[config.mk]
export PLATFORM = sky130hd
export DESIGN_NAME = reg_bank16
export DESIGN_NICKNAME = d
export VERILOG_FILES = /design/src/rtl/reg_bank16.sv
export SDC_FILE = /design/constraint.sdc
export NUM_CORES = 1
export LEC_CHECK = 0
export ABC_AREA = 1
export BUFFER_PORTS_ARGS = -buffer_cell sky130_fd_sc_hd__clkbuf_2
export CAP_MARGIN = 40
export CORE_MARGIN = 5
export CORE_UTILIZATION = 49
export CTS_CLUSTER_SIZE = 25
export DETAILED_ROUTE_END_ITERATION = 8
export PLACE_DENSITY = 0.73
export SLEW_MARGIN = 20
export SYNTH_ARGS = -nofsm -noshare
export SYNTH_HDL_FRONTEND = slang
export SYNTH_SLANG_ARGS = --single-unit
[constraint.sdc]
create_clock -name clk -period 1.5 [get_ports clk]
set_input_delay 0.3 -clock clk [delete_from_list [all_inputs] [get_ports clk]]
set_output_delay 0.3 -clock clk [all_outputs]
set_load 0.02 [all_outputs]
[src/rtl/reg_bank16.sv]
// rtl/reg_bank16.sv - 16x8 register bank with mux-driven register-to-register transfer FSM and direct load
// Optional macro REG_BANK16_R0_ZERO_EN hardwires entry 0 to zero and discards all writes to it.
module reg_bank16 (
  input  logic       clk,
  input  logic       rst_n,
  input  logic [7:0] inBus,
  output logic [7:0] outR0,
  output logic [7:0] outR1,
  output logic [7:0] outR2,
  output logic [7:0] outR3,
  output logic [7:0] outR4,
  output logic [7:0] outR5,
  output logic [7:0] outR6,
  output logic [7:0] outR7,
  output logic [7:0] outR8,
  output logic [7:0] outR9,
  output logic [7:0] outR10,
  output logic [7:0] outR11,
  output logic [7:0] outR12,
  output logic [7:0] outR13,
  output logic [7:0] outR14,
  output logic [7:0] outR15,
  output logic [3:0] Sel,
  input  logic       start,
  input  logic [3:0] src,
  input  logic [3:0] dst,
  input  logic       ld_en,
  input  logic [3:0] ld_addr,
  input  logic [7:0] ld_data,
  output logic       busy,
  output logic       done
);

  typedef enum logic [1:0] {
    IDLE = 2'd0,
    XFER = 2'd1,
    DONE = 2'd2
  } state_t;

  state_t     state_q, state_d;
  logic       start_q, start_d;
  logic [3:0] src_q, src_d;
  logic [3:0] dst_q, dst_d;
  logic [3:0] sel_q, sel_d;
  logic       busy_q, busy_d;
  logic       done_q, done_d;
  logic [7:0] regs_q [16];
  logic [7:0] regs_d [16];

  always_comb begin
    state_d = state_q;
    start_d = 1'b0;
    src_d   = src_q;
    dst_d   = dst_q;
    sel_d   = sel_q;
    busy_d  = busy_q;
    done_d  = 1'b0;
    regs_d  = regs_q;

    if (ld_en) begin
      regs_d[ld_addr] = ld_data;
    end

    // start is captured for one idle cycle, so XFER begins one edge after the request is sampled
    case (state_q)
      IDLE: begin
        if (start_q) begin
          state_d = XFER;
          sel_d   = src_q;
          busy_d  = 1'b1;
        end else if (start) begin
          start_d = 1'b1;
          src_d   = src;
          dst_d   = dst;
        end
      end
      XFER: begin
        // Applied after the direct load so the transfer wins on a same-entry collision
        regs_d[dst_q] = inBus;
        state_d       = DONE;
        done_d        = 1'b1;
      end
      DONE: begin
        state_d = IDLE;
        busy_d  = 1'b0;
      end
      default: begin
        state_d = IDLE;
        busy_d  = 1'b0;
      end
    endcase

`ifdef REG_BANK16_R0_ZERO_EN
    regs_d[0] = 8'h00;
`endif
  end

  always_ff @(posedge clk or negedge rst_n) begin
    if (!rst_n) begin
      state_q <= IDLE;
      start_q <= 1'b0;
      src_q   <= 4'h0;
      dst_q   <= 4'h0;
      sel_q   <= 4'h0;
      busy_q  <= 1'b0;
      done_q  <= 1'b0;
      for (int k = 0; k < 16; k++) begin
        regs_q[k] <= 8'h00;
      end
    end else begin
      state_q <= state_d;
      start_q <= start_d;
      src_q   <= src_d;
      dst_q   <= dst_d;
      sel_q   <= sel_d;
      busy_q  <= busy_d;
      done_q  <= done_d;
      for (int k = 0; k < 16; k++) begin
        regs_q[k] <= regs_d[k];
      end
    end
  end

  assign outR0  = regs_q[0];
  assign outR1  = regs_q[1];
  assign outR2  = regs_q[2];
  assign outR3  = regs_q[3];
  assign outR4  = regs_q[4];
  assign outR5  = regs_q[5];
  assign outR6  = regs_q[6];
  assign outR7  = regs_q[7];
  assign outR8  = regs_q[8];
  assign outR9  = regs_q[9];
  assign outR10 = regs_q[10];
  assign outR11 = regs_q[11];
  assign outR12 = regs_q[12];
  assign outR13 = regs_q[13];
  assign outR14 = regs_q[14];
  assign outR15 = regs_q[15];
  assign Sel    = sel_q;
  assign busy   = busy_q;
  assign done   = done_q;

endmodule

; Yosys cells after proc, flatten, opt, wreduce, memory -nomap -nowiden
; Cells that the tools add are included.
[word_totals]
regBits = 145
output_inout_bits = 134
[op_classes]
magnitude_cmp = 4
eq_ne = 2
mux = 16
bitwise_logic = 4
reduce_logical = 6
[ops]
columns = cell, n
row1 = $bwmux 128, 2
row2 = $mux 128, 2
row3 = $demux 8 s4, 2
row4 = $mux 8, 2
row5 = $ge 5x5->1 const B, 2
row6 = $lt 5x1->1 const B, 2
row7 = $not 4->5, 2
row8 = $mux 1, 5
row9 = $pmux 2 s2, 1
row10 = $reduce_and 2->1, 2
row11 = $reduce_and 3->1, 1
row12 = $eq 2x1->1 const B, 1
row13 = $logic_and 1x1->1, 2
row14 = $logic_not 2->1, 1
row15 = $mux 2, 1
row16 = $ne 2x2->1 const B, 1
row17 = $not 1->1, 2
row18 = $pmux 1 s2, 1

; Longest topological paths before layout
[logic_depth]
word_depth = 9
ltp_mapped = 9

; Worst setup path after synthesis
; OpenSTA, ideal clock, no wires.
[synth_timing]
path_kind = reg-to-reg
startpoint = register state_q[1]
endpoint = register regs_q, in the netlist outR4[2]
setup_time_ns = 0.134
t_arrival_ns = 1.299
t_required_ns = 1.366
path_slack_ns = 0.067
stages_incl_launch_ff = 8
cell_sequence = dfrtp_1 -> inv_1 -> nand2_1 -> nor2_1 -> nand2_1 -> buf_2 -> nand3_1 -> o21ai_0
[synth_lines]
columns = element, line
row1 = from (decl), 40  ; state_t state_q, state_d;
row2 = from (signal assigned), 111  ; state_q <= state_d;
row3 = "to (signal, indexed assignment)", 119  ; regs_q[k] <= regs_d[k];
row4 = to (decl), 47  ; logic [7:0] regs_q [16];

==> results.ini <==
[outcome]
status=complete, no violations

[clock_network]
numCtsBuffers=17
cts_num_sinks=145
cts_tree=yes
clk_pin_slew_worst_paths_ns=0.06
post_cts_buffers=0
h-tree-depth=4
clk_path_buf_depth=2
clkLatencyLatePin_ns=0.42
root_buffer=clkbuf_16

[layout]
multi_input_area_mm2=0.00311
diodes=0
mostFrequentLayoutCell=nand2_1
n_fill_cell=1318
syn2layout_area_growth_pct=29.5
drive_above_1_share=0.236
layout_common_cells=443 x nand2_1, 164 x clkbuf_2, 145 x dfrtp_1, 119 x inv_1, 86 x nand3_1
seqCellArea_mm2=0.00363
fin_area_mm2=0.00955
fin_nets=1306
fin_util=0.652

[drt]
drc=0
wl_per_cell_um=17.2
ant_nets=0
first_pass_iters=6
num_vias=7671
drt-total-wl_mm=25.3
drt-initial-drc-count=857
viasPerCell=5.22

[global_route]
grt.total_usage=0.288
grt_max_degree=37
gr-total-overflow=0
grt_pass1_wl_mm=39.3
grt_pass1_vias=7148
antenna_found_initial=0

[hold_path]
holdPathEnd=src_q[0]
worstHoldStart=src[0]
hp-class=in2reg
hold_depth=3

[critical_path]
timing.reg2reg.worst_path_depth=8
reg2reg_from=state_q[1]
crit_slowest_cell=dfrtp_1
rrSetupSlack_ns=0.11
reg2reg_to=outR10[2]
worstPathRequired_ns=1.79
path_delay_family=flip-flops
crit_type=reg2reg
worst_path_largest_cell_delay_ns=0.39
crit_path_start_kind=flop
path_cells=inv_2 > nand2_4 > nor2_1 > buf_4 > nand2_1 > buf_6 > nand3_1 > o21ai_0
arrival_ns=1.68
end_kind=flop
critical_path_buf_inv_count=3
path_max_fanout=12

[die]
die_h_um=133
num_io_pins=166
initial_core_util=0.503
fp-row-count=44
dieArea_mm2=0.0176
core_mm2=0.0146
die_w_um=133

[flow_run]
maxCapViolCount=0

[power_and_ir_drop]
peakVddDrop_uv=1010
p_leak_nw=5.56
netSwitchingPower_mw=8.40
p_int_mw=11.0
p_per_area_mw_per_mm2=2030
pwr-share-comb=0.435
p_seq_frac=0.366
clockPowerShare=0.199
fin_total_pwr_mw=19.4
swShare=0.434

[timing]
min_period_ns=1.39
slew_headroom=0.709
hold_violations=0
hold_ws_ns=0.0938
final_max_slew_viol_count=0
fmax_mhz=718
finalCritPeriodShare=0.929
skew_ns=0.00485
setup_viol=0
tightest_slew_ns=0.437
rsz0062_at_grt=no
tns_ns=0

[synth]
synth_area_mm2=0.00737
synth-seq-cells=145
yosysSeqAreaShare=0.492
synth.distinct_cells=19
yosysWarnings=0
avgSynthCellArea_um2=7.07
netlist_instances=1042
syn-num-nets=1074

[placement]
place_congestion=0.933
placed_area_mm2=0.00899
dp_hpwl_mm=18.1
io_buffer_count=165

logic make-up after synthesis:
family / Yosys count / share of synthesized area
buffers and inverters: 167 / 0.0876
AND/OR/NAND/NOR: 630 / 0.350
flip-flops: 145 / 0.492
AO/OA/AOI/OAI: 100 / 0.0703
power groups by stage:
stage	clock, mW	sequential (mW)	combinational (mW)
floorplan	0	8.97	3.13
CTS	3.86	7.06	8.41
global route	4.04	7.28	9.31
finish	3.85	7.09	8.42
global placement	0	7.08	8.17
detailed placement	0	7.11	8.32
Yosys cell counts (all sizes together):
library cell	n	area share
clkbuf	22	0.011
nand2	449	0.23
nand4	15	0.013
dfrtp	145	0.49
buf	17	0.011
inv	126	0.064
o21bai	7	0.0071
nor2	76	0.043
nand3b	1	0.0010
nand3	89	0.062
o21ai	93	0.063
clkinv	2	0.0010
through the flow:
stage	cells	setup slack, ns
floorplan	1042	0.0672
global placement	1438	-0.0251
detailed placement	1438	-0.0499
CTS	1469	0.00980
global route	1469	0.0207
finish	1469	0.106
worst max path at each step:
stage               start        end  depth (start not counted)
3_5_place_dp   state_q[1]   outR0[0]                          9
6_report       state_q[1]  outR10[2]                          8
5_1_grt        state_q[1]  outR10[2]                          8
2_1_floorplan  state_q[1]   outR4[2]                          7
4_1_cts        state_q[1]   outR9[4]                          9
3_3_place_gp   state_q[1]   outR0[0]                          9
metal layers:
| metal | GRT usage | wire, um |
|---|---|---|
| met1 | 0.392 | 10400 |
| met2 | 0.442 | 11600 |
| met3 | 0.0691 | 2350 |
| met4 | 0.126 | 1020 |
| met5 | 0 | 0 |
repair_timing:
| item | 4_1_cts | 5_1_grt |
|---|---|---|
| cloned | 0 | 0 |
| endpoints found under the hold margin | 30 | 0 |
| hold buffers | 1 | 0 |
| setup endpoints to repair | 14 | 79 |
| pin swaps | 0 | 0 |
| gates resized for setup | 3 | 9 |
tightest hold or removal path: stages:
cell and delay [ns]:
clkbuf_2 0.07, nand2_1 0.04, o21ai_0 0.07
area by class of cell:
class | instances | area share
Clock inverter | 6 | 0.00341
Multi-Input combinational cell | 730 | 0.326
Clock buffer | 24 | 0.0515
Sequential cell | 145 | 0.380
Inverter | 128 | 0.0507
Tap cell | 184 | 0.0241
Timing Repair Buffer | 252 | 0.164
No activity file was read; power rests on OpenSTA's default activity.
